File: src/rtl/ddr3_arb_pkg.sv
// Shared types and default widths for the two-port DDR3 burst arbiter.
// Contents:
//   arb_state_e   - controller state encoding
//   DEF_*         - default widths matching the slowDDR3 sysIO user port
package ddr3_arb_pkg;

  typedef enum logic [1:0] {
    INIT  = 2'd0,
    ARB   = 2'd1,
    WRITE = 2'd2,
    READ  = 2'd3
  } arb_state_e;

  localparam int DEF_ADDR_W = 27;
  localparam int DEF_DATA_W = 16;
  localparam int DEF_SEL_W  = 2;
  localparam int DEF_LEN_W  = 8;

endpackage

File: src/rtl/ddr3_port_arbiter_rr_arb2.sv
// Two-requester round-robin picker (purely combinational).
// Ports:
//   req        in  2  request bits, bit i = requester i
//   last_grant in  1  index of the requester served most recently
//   gnt_idx    out 1  chosen requester (meaningful when gnt_any = 1)
//   gnt_any    out 1  at least one request is pending
module rr_arb2 (
  input  logic [1:0] req,
  input  logic       last_grant,
  output logic       gnt_idx,
  output logic       gnt_any
);

  always_comb begin
    gnt_any = |req;
    // On a tie the requester that was not served last wins; otherwise
    // the lone requester (or 0 when idle) is reported.
    if (req == 2'b11) begin
      gnt_idx = ~last_grant;
    end else begin
      gnt_idx = req[1];
    end
  end

endmodule

File: src/rtl/ddr3_port_arbiter.sv
// Two-port burst arbiter in front of the single slowDDR3 user port.
// Each port issues a burst command (read/write, start address, len = beats-1,
// sel) and then streams beats over its own valid/ready channel. One burst is
// granted at a time, round-robin; per-beat addresses are generated here and
// data handshakes are steered to the owning port.
// Ports:
//   clk, resetn                 clock, async active-low reset
//   p_cmd_*                     per-port burst command channel (2 lanes)
//   p_wr_*                      per-port write beat channel
//   p_rd_valid/ready            per-port read beat handshake
//   p_rd_payload                read data shared by both ports
//   ddr_*                       slowDDR3 sysIO user port
//   grant                       owning port index (valid while busy)
//   busy                        high while a burst is in progress
//
// state | meaning
// INIT  | waiting for ddr_init_fin; no commands accepted
// ARB   | picking the next burst; p_cmd_ready offered to the winner
// WRITE | streaming write beats from port grant to the DDR port
// READ  | streaming read beats from the DDR port to port grant
module ddr3_port_arbiter
  import ddr3_arb_pkg::*;
#(
  parameter int ADDR_W = DEF_ADDR_W,
  parameter int DATA_W = DEF_DATA_W,
  parameter int SEL_W  = DEF_SEL_W,
  parameter int LEN_W  = DEF_LEN_W
) (
  input  logic                  clk,
  input  logic                  resetn,
  input  logic [1:0]            p_cmd_valid,
  output logic [1:0]            p_cmd_ready,
  input  logic [1:0]            p_cmd_write,
  input  logic [2*ADDR_W-1:0]   p_cmd_addr,
  input  logic [2*LEN_W-1:0]    p_cmd_len,
  input  logic [2*SEL_W-1:0]    p_cmd_sel,
  input  logic [1:0]            p_wr_valid,
  output logic [1:0]            p_wr_ready,
  input  logic [2*DATA_W-1:0]   p_wr_payload,
  output logic [1:0]            p_rd_valid,
  input  logic [1:0]            p_rd_ready,
  output logic [DATA_W-1:0]     p_rd_payload,
  output logic [ADDR_W-1:0]     ddr_address,
  output logic [SEL_W-1:0]      ddr_sel,
  output logic                  ddr_wr_valid,
  input  logic                  ddr_wr_ready,
  output logic [DATA_W-1:0]     ddr_wr_payload,
  input  logic                  ddr_rd_valid,
  output logic                  ddr_rd_ready,
  input  logic [DATA_W-1:0]     ddr_rd_payload,
  input  logic                  ddr_init_fin,
  output logic                  grant,
  output logic                  busy
);

  localparam logic [ADDR_W-1:0] ADDR_ONE = 1;
  localparam logic [LEN_W-1:0]  CNT_ONE  = 1;

  arb_state_e          state_q, state_d;
  logic                grant_q, grant_d;
  logic                last_grant_q, last_grant_d;
  logic [ADDR_W-1:0]   addr_q, addr_d;
  logic [SEL_W-1:0]    sel_q, sel_d;
  logic [LEN_W-1:0]    len_q, len_d;
  logic [LEN_W-1:0]    cnt_q, cnt_d;
  logic                busy_q, busy_d;

  logic                arb_idx;
  logic                arb_any;
  logic                beat_fire;

  rr_arb2 u_rr_arb2 (
    .req        (p_cmd_valid),
    .last_grant (last_grant_q),
    .gnt_idx    (arb_idx),
    .gnt_any    (arb_any)
  );

  // Data-path steering: combinational, so a beat can fire in the first
  // cycle after the command is accepted.
  always_comb begin
    p_cmd_ready    = 2'b00;
    p_wr_ready     = 2'b00;
    p_rd_valid     = 2'b00;
    ddr_wr_valid   = 1'b0;
    ddr_rd_ready   = 1'b0;
    p_rd_payload   = ddr_rd_payload;
    ddr_wr_payload = grant_q ? p_wr_payload[2*DATA_W-1:DATA_W] : p_wr_payload[DATA_W-1:0];
    unique case (state_q)
      INIT: ;
      ARB: begin
        p_cmd_ready[arb_idx] = arb_any;
      end
      WRITE: begin
        ddr_wr_valid        = p_wr_valid[grant_q];
        p_wr_ready[grant_q] = ddr_wr_ready;
      end
      READ: begin
        p_rd_valid[grant_q] = ddr_rd_valid;
        ddr_rd_ready        = p_rd_ready[grant_q];
      end
    endcase
    beat_fire = (ddr_wr_valid & ddr_wr_ready) | (ddr_rd_valid & ddr_rd_ready);
  end

  always_comb begin
    state_d      = state_q;
    grant_d      = grant_q;
    last_grant_d = last_grant_q;
    addr_d       = addr_q;
    sel_d        = sel_q;
    len_d        = len_q;
    cnt_d        = cnt_q;
    unique case (state_q)
      INIT: begin
        if (ddr_init_fin) begin
          state_d = ARB;
        end
      end
      ARB: begin
        if (arb_any) begin
          grant_d      = arb_idx;
          last_grant_d = arb_idx;
          addr_d       = arb_idx ? p_cmd_addr[2*ADDR_W-1:ADDR_W] : p_cmd_addr[ADDR_W-1:0];
          len_d        = arb_idx ? p_cmd_len[2*LEN_W-1:LEN_W]    : p_cmd_len[LEN_W-1:0];
          sel_d        = arb_idx ? p_cmd_sel[2*SEL_W-1:SEL_W]    : p_cmd_sel[SEL_W-1:0];
          cnt_d        = '0;
          state_d      = p_cmd_write[arb_idx] ? WRITE : READ;
        end
      end
      WRITE, READ: begin
        if (beat_fire) begin
          // Address wraps naturally at 2^ADDR_W.
          addr_d = addr_q + ADDR_ONE;
          cnt_d  = cnt_q + CNT_ONE;
          if (cnt_q == len_q) begin
            state_d = ARB;
          end
        end
      end
    endcase
    busy_d = (state_d == WRITE) || (state_d == READ);
  end

  always_ff @(posedge clk or negedge resetn) begin
    if (!resetn) begin
      state_q      <= INIT;
      grant_q      <= 1'b0;
      last_grant_q <= 1'b1;
      addr_q       <= '0;
      sel_q        <= '0;
      len_q        <= '0;
      cnt_q        <= '0;
      busy_q       <= 1'b0;
    end else begin
      state_q      <= state_d;
      grant_q      <= grant_d;
      last_grant_q <= last_grant_d;
      addr_q       <= addr_d;
      sel_q        <= sel_d;
      len_q        <= len_d;
      cnt_q        <= cnt_d;
      busy_q       <= busy_d;
    end
  end

  assign ddr_address = addr_q;
  assign ddr_sel     = sel_q;
  assign grant       = grant_q;
  assign busy        = busy_q;

endmodule

File: config.mk
export PLATFORM = sky130hd
export DESIGN_NAME = ddr3_port_arbiter
export DESIGN_NICKNAME = d
export VERILOG_FILES = /design/src/rtl/ddr3_arb_pkg.sv /design/src/rtl/ddr3_port_arbiter_rr_arb2.sv /design/src/rtl/ddr3_port_arbiter.sv
export SDC_FILE = /design/constraint.sdc
export NUM_CORES = 1
export LEC_CHECK = 0
export ABC_AREA = 1
export CAP_MARGIN = 0
export CORE_ASPECT_RATIO = 1.4
export CORE_UTILIZATION = 40
export CTS_CLUSTER_SIZE = 40
export DETAILED_ROUTE_END_ITERATION = 10
export PLACE_DENSITY_LB_ADDON = 0.12
export SYNTH_ARGS = -nofsm -noshare
export SYNTH_HDL_FRONTEND = slang
export SYNTH_SLANG_ARGS = --single-unit
File: constraint.sdc
create_clock -name clk -period 2.2 [get_ports clk]
set_input_delay 0.22 -clock clk [delete_from_list [all_inputs] [get_ports clk]]
set_output_delay 0.22 -clock clk [all_outputs]
set_load 0.01 [all_outputs]
==> qor.csv, run 1 <==
stage;metric;value;unit
clock_tree;post_cts_resized;0;
timing;fin_crit;2.07;ns
clock_tree;cts_post_setup_buffers_inserted;0;
yosys;netlist_top_cells_area;dfrtp_1 (31%), nand2_1 (20%), nor2_1 (9.8%);
cells_and_area;num-fill-cells;899;
die;die_y;119;um
cells_and_area;layout_commonest_cell;nand2_1;
yosys;ys.warnings.count;0;
pwr;p_total;0.00676;W
cells_and_area;final_cells;908;
routing;drt-initial-drc-count;234;
job;cap_violations;0;
routing;route.met3.wl;672;um
clock_tree;cts-root-buf;clkbuf_16;
routing;vias_per_cell;5.04;
cells_and_area;area_growth_syn_to_layout;48.1;%
worst_setup_path;cp_max_fo;13;
timing;maxSlewViolCount;0;
routing;finalWirelength;12800;um
worst_setup_path;end_kind;output pin;
die;num_rows;42;
die;pin_count;206;
routing;top_layer_used;met4;
worst_setup_path;worstReg2RegEnd;ddr_address[14]$_DFFE_PN0P_;
global_routing;grt_pass1_vias;4565;
die;die_w;85.5;um
global_routing;grt.total_usage;26.1;%
cells_and_area;fin_area;5790;um2
yosys;yosysTopAreaCellShare;31.4;%
clock_tree;clockBufferDepth;2;
timing;finalHoldViolCount;0;
yosys;synth.net_count;784;
routing;wl_met2;6720;um
clock_tree;cts_tree;done;
die;core-area;9460;um2
timing;maxSlewHeadroom;55.9;%
place;place_congestion;0.923;
worst_setup_path;cp_data_required_time;1.98;ns
yosys;yosys.area.top_type;dfrtp_1;
pwr;leakage;2.74;nW
yosys;synthesis.area;3910;um2
worst_setup_path;r2r-start;ddr_address[0]$_DFFE_PN0P_;
yosys;ys_ff_latch;50;
timing;holdWs;0.0270;ns
worst_hold_path;hold_class;in2async;
place;io_buffers;173;
routing;drc;0;
place;place_inst;900;
routing;avgRoutedWirePerCell;14.1;um
timing;worst_pin_slew;0.662;ns
timing;finalSetupViolCount;0;
timing;finClkSkew;0.00524;ns
run_status;status;finished, final reports clean;
cells_and_area;diodes;0;
timing;rsz0062_at_grt;no;
worst_setup_path;crit_start;grant$_DFFE_PN0P_;
routing;dr.pass1.iters;4;
yosys;syn_area_per_cell;6.04;um2
routing;num_vias;4574;
yosys;ys_seq_area_share;32.1;%
timing;fmax;483;MHz
clock_tree;cts_buffers;5;
clock_tree;clk_pin_slew;0.07;ns
cells_and_area;mostFrequentLayoutCells;nand2_1 (213), clkdlybuf4s50_1 (172), nor2_1 (102), inv_1 (61), o21ai_0 (57);
global_routing;gr-total-overflow;0;
worst_setup_path;path_class;reg2out;
worst_setup_path;worst-r2r-setup-slack;0.43;ns
worst_setup_path;r2r_cells;10;
worst_setup_path;cp_data_arrival_time;1.85;ns
clock_tree;hold_buffers;0;
timing;fin_crit_sh;94.1;%
place;place_area;5640;um2
cells_and_area;drive_gt1_share;4.89;%
clock_tree;cts.sinks;50;
clock_tree;clk_latency;0.30;ns
clock_tree;htreeDepth;2;
timing;tns;0;ns
die;start_util;41.3;%
routing;ant_nets;0;
global_routing;antenna_found_initial;0;
global_routing;grt_max_degree;58;
pwr;vdd.ir_drop.worst;0.000820;V
die;die_area;10200;um2
global_routing;grt_pass1_wl;21300;um
yosys;synth.distinct_cells;30;
yosys;syn-instance-count;647;
place;dp_hpwl;9840;um
cells_and_area;nets;934;
pwr;p_per_area;1170;nW/um2
worst_setup_path;cp-start-kind;flop;
routing;wl_met1;5050;um
## per-stage QoR
stage	setup WS, ns	utilization (%)
3_5_place_dp	0.337	59.6
5_1_grt	0.0265	61.2
2_1_floorplan	0.610	-
4_1_cts	0.0970	61.2
3_3_place_gp	0.335	59.6
6_report	0.130	61.2
## area by class of cell
| type | instances | area (um2) | share of cell area, % |
|---|---|---|---|
| Tap cell | 110 | 138 | 2.38 |
| Clock inverter | 3 | 25.0 | 0.433 |
| Timing Repair Buffer | 185 | 1830 | 31.6 |
| Inverter | 64 | 240 | 4.15 |
| Clock buffer | 5 | 125 | 2.16 |
| Multi-Input combinational cell | 491 | 2180 | 37.6 |
| Sequential cell | 50 | 1250 | 21.6 |
## cells in the mapped netlist, drive strengths merged
master	number
nand2	213
nor2	107
o21ai	65
inv	64
dfrtp	49
nand3	30
buf	26
a21oi	19
clkbuf	16
nor3	11
or2	8
nand4	7
xor2	7
a31oi	6
o22ai	5
o21bai	4
ha	2
o211ai	2
xnor2	2
and2	1
and3	1
dfstp	1
o31ai	1
## where the power goes
group	total (W)	internal, W	switching, W
Clock	0.000800	0.000428	0.000372
Combinational	0.00409	0.00185	0.00224
Sequential	0.00187	0.00134	0.000522
## metal layers
metal / vias up / track usage (%)
met5: - / 0
li1: 2325 / -
met3: 29 / 4.44
met1: 2070 / 30.4
met4: 0 / 8.65
met2: 150 / 47.8
## worst max-delay path by stage
stage                                  end  slack [ns]  cells after the start
2_1_floorplan  ddr_address[14]$_DFFE_PN0P_        0.61                     10
3_3_place_gp                p_cmd_ready[0]        0.34                      6
3_5_place_dp                p_cmd_ready[0]        0.34                      6
4_1_cts                  ddr_wr_payload[4]         0.1                      5
5_1_grt                  ddr_wr_payload[8]        0.03                      5
6_report                 ddr_wr_payload[4]        0.13                      5
## cells by family (layout without fill, tap and decap cells)
family | after synthesis | count (layout) | synth area share [%]
XOR/XNOR | 9 | 9 | 2.02
buffers and inverters | 106 | 257 | 12.3
AND/OR/NAND/NOR | 378 | 378 | 39.2
AO/OA/AOI/OAI | 102 | 102 | 13.9
flip-flops | 50 | 50 | 32.1
adder cells (fa/ha/maj) | 2 | 2 | 0.640
## state kept, by name, summed over array words and instances, names as in the netlist
register,count
busy,1
cnt_q,8
ddr_address,27
ddr_sel,2
grant,1
last_grant_q,1
len_q,8
state_q,2
## worst max-delay path, cell delays in order (launching register included)
cell             delay [ns]
dfrtp_1                0.38
inv_1                  0.28
buf_4                  0.23
nand2_1                0.06
nand2_1                0.05
clkdlybuf4s50_1        0.55
Power figures use the tool's default switching activity.
==> inputs of run 2 (changes only) <==
CORE_UTILIZATION = 35   (was 40)
PLACE_DENSITY_LB_ADDON = 0.05   (was 0.12)
SLEW_MARGIN = 15   (was not set)
==> run 2 against run 1 <==
Against the previous run:
- non-clock buffer count increased by 3
- power increased by 3.6%
- critical path depth grew 1
- count of clock-buffer cells in the layout up 1
- critical endpoint is now p_cmd_ready[0]
- combinational power grew 1%
- global-route usage fell by 2.9 points
- core utilization fell by 6.9 points
- critical path type unchanged
==> qor.csv, run 2 (synthesis gave the netlist of run 1 again) <==
stage;metric;value;unit;change
run_status;status;finished, final reports clean;;
cells_and_area;nets;937;;+0.32%
place;place_inst;933;;+3.7%
cells_and_area;seqCellArea;1250;um2;unchanged
routing;vias_per_cell;4.87;;-3.3%
pwr;p_per_area;1190;nW/um2;+1.5%
die;num_rows;45;;+7.1%
routing;top_layer_used;met4;;
global_routing;grt_pass1_vias;4594;;+0.64%
worst_setup_path;crit_start;state_q[1]$_DFF_PN0_;;
timing;maxSlewViolCount;0;;unchanged
clock_tree;cts.sinks;50;;unchanged
routing;drt-initial-drc-count;134;;-43%
pwr;clkPwrFrac;14.7;%;+2.9 points
timing;finalHoldViolCount;0;;unchanged
worst_setup_path;cp_max_fo;12;;-1
pwr;power_frac_seq;26.2;%;-1.4 points
worst_setup_path;cp_slowest_stage_delay;0.54;ns;about the same
timing;fin_crit;2.10;ns;+0.0268 ns
clock_tree;cts_tree;done;;
cells_and_area;mostFrequentLayoutCells;nand2_1 (213), clkdlybuf4s50_1 (172), nor2_1 (102), inv_1 (61), o21ai_0 (57);;
worst_setup_path;cp_data_required_time;1.98;ns;about the same
pwr;vdd.ir_drop.worst;0.000482;V;-41%
worst_hold_path;hold_class;in2async;;
die;core-area;10900;um2;+15%
timing;finalSetupViolCount;0;;unchanged
routing;num_vias;4590;;+0.35%
clock_tree;cts_buffers;5;;unchanged
place;place_congestion;0.907;;-1.8%
pwr;leakage;2.78;nW;+1.5%
clock_tree;clk_pin_slew;0.07;ns;about the same
die;die_w;91.3;um;+6.7%
routing;route.met3.wl;742;um;+10%
cells_and_area;largest_register_ffs;27;;unchanged
routing;dr.pass1.iters;5;;+1
clock_tree;cts_post_setup_buffers_inserted;0;;unchanged
worst_setup_path;path_common_cell;inv_2;;
global_routing;grt_max_degree;58;;unchanged
routing;drc;0;;unchanged
place;dp_hpwl;10300;um;+4.6%
pwr;p_sw_share;44.4;%;-2.0 points
cells_and_area;multi_input_area;2180;um2;unchanged
place;io_buffers;173;;unchanged
die;die_area;11600;um2;+14%
timing;tns;0;ns;unchanged
pwr;comb_power_share;59.0;%;-1.5 points
timing;maxSlewHeadroom;66.6;%;+11 points
die;die_y;127;um;+6.8%
routing;avgRoutedWirePerCell;13.8;um;-1.6%
timing;fmax;477;MHz;-1.3%
routing;ant_nets;0;;unchanged
pwr;p_int;0.00389;W;+7.4%
worst_setup_path;path_class;reg2out;;
global_routing;gr-total-overflow;0;;unchanged
timing;finClkSkew;0.00553;ns;+0.000295 ns
global_routing;grt_pass1_wl;21600;um;+1.4%
timing;fin_crit_sh;95.3;%;+1.2 points
pwr;p_sw;0.00310;W;-0.85%
timing;worst_pin_slew;0.501;ns;-0.161 ns
worst_setup_path;critPathSlowestCell;clkdlybuf4s50_1;;
worst_setup_path;critical_path.cell_chain;inv_2 > nand2_1 > nor2_2 > inv_2 > nor2_1 > clkdlybuf4s50_1;;
routing;wl_met1;5100;um;+1.1%
die;start_util;36.0;%;-5.4 points
cells_and_area;num-fill-cells;1103;;+23%
cells_and_area;final_cells;942;;+3.7%
clock_tree;clockBufferDepth;2;;unchanged
worst_setup_path;r2r-start;state_q[1]$_DFF_PN0_;;
worst_setup_path;end_kind;output pin;;
cells_and_area;area_growth_syn_to_layout;51.0;%;
die;pin_count;206;;unchanged
cells_and_area;diodes;0;;unchanged
cells_and_area;layout_commonest_cell;nand2_1;;
clock_tree;clk_latency;0.29;ns;about the same
job;cap_violations;0;;unchanged
cells_and_area;final_util;54.3;%;-6.9 points
timing;rsz0062_at_grt;yes;;
worst_setup_path;cp-start-kind;flop;;
cells_and_area;drive_gt1_share;5.12;%;+0.23 points
routing;wl_met2;6790;um;+0.94%
worst_setup_path;cp_data_arrival_time;1.88;ns;+0.03 ns
routing;finalWirelength;13000;um;+2.1%
global_routing;antenna_found_initial;0;;unchanged
global_routing;grt.total_usage;23.2;%;-2.9 points
clock_tree;cts-root-buf;clkbuf_16;;
clock_tree;htreeDepth;2;;unchanged
==> run 2: path summary, 6_finish.rpt <==
kind	endpoint	slack, ns	cells past startpoint
min in group clk	p_rd_payload[15]	0.44	0
max reg2reg	ddr_address[11]$_DFFE_PN0P_	0.38	9
min reg2reg	last_grant_q$_DFFE_PN1P_	0.48	2
max	p_cmd_ready[0]	0.10	6
min	ddr_address[7]$_DFFE_PN0P_	0.43	2
max in group asynchronous	last_grant_q$_DFFE_PN1P_	1.09	3
==> run 2: layout make-up <==
type	instances	share of cell area [%]
multi-input cells	491	36.9
repair buffers	188	31.5
flip-flops and latches	50	21.2
inverters	64	4.07
well taps	141	2.99
clock buffers	6	2.35
clock inverters	2	1.02
==> run 2: worst max-delay path: cells and delay by family (launching register included) <==
kind | cells | cell delay, ns
simple gates | 3 | 0.37
flops | 1 | 0.40
buf+inv | 3 | 0.83
==> run 2: repair_timing <==
action,in CTS,in global routing
endpoints found under the hold margin,20,0
hold buffers,1,0
setup endpoints to repair,0,4
gates resized for setup,0,1
==> run 2: per-layer routing <==
metal	up-vias	GRT usage (%)
li1	2333	-
met3	26	4.82
met2	166	44.1
met5	-	0
met4	0	8.03
met1	2065	25.2
==> run 2: metrics by stage <==
step / worst slack (ns) / area, um2 / hold WS (ns) / power (W)
2_1_floorplan: 0.610 / 3910 / -0.0756 / 0.00420
3_3_place_gp: 0.305 / 5690 / 0.224 / 0.00594
3_5_place_dp: 0.303 / 5690 / 0.216 / 0.00599
4_1_cts: 0.0438 / 5900 / 0.440 / 0.00706
5_1_grt: -0.0321 / 5900 / 0.440 / 0.00769
6_report: 0.103 / 5900 / 0.431 / 0.00700
==> run 2: power groups by stage <==
stage | sequential [W] | combinational [W] | clock (W)
2_1_floorplan | 0.00184 | 0.00236 | 0
4_1_cts | 0.00184 | 0.00417 | 0.00105
6_report | 0.00184 | 0.00413 | 0.00103
3_5_place_dp | 0.00185 | 0.00414 | 0
3_3_place_gp | 0.00184 | 0.00410 | 0
5_1_grt | 0.00192 | 0.00469 | 0.00109
==> inputs of run 3 (changes only) <==
ABC_CLOCK_PERIOD_IN_PS = 2200   (was not set)
==> results of run 3 <==
Final layout, timing and power as in run 2 (identical DEF).
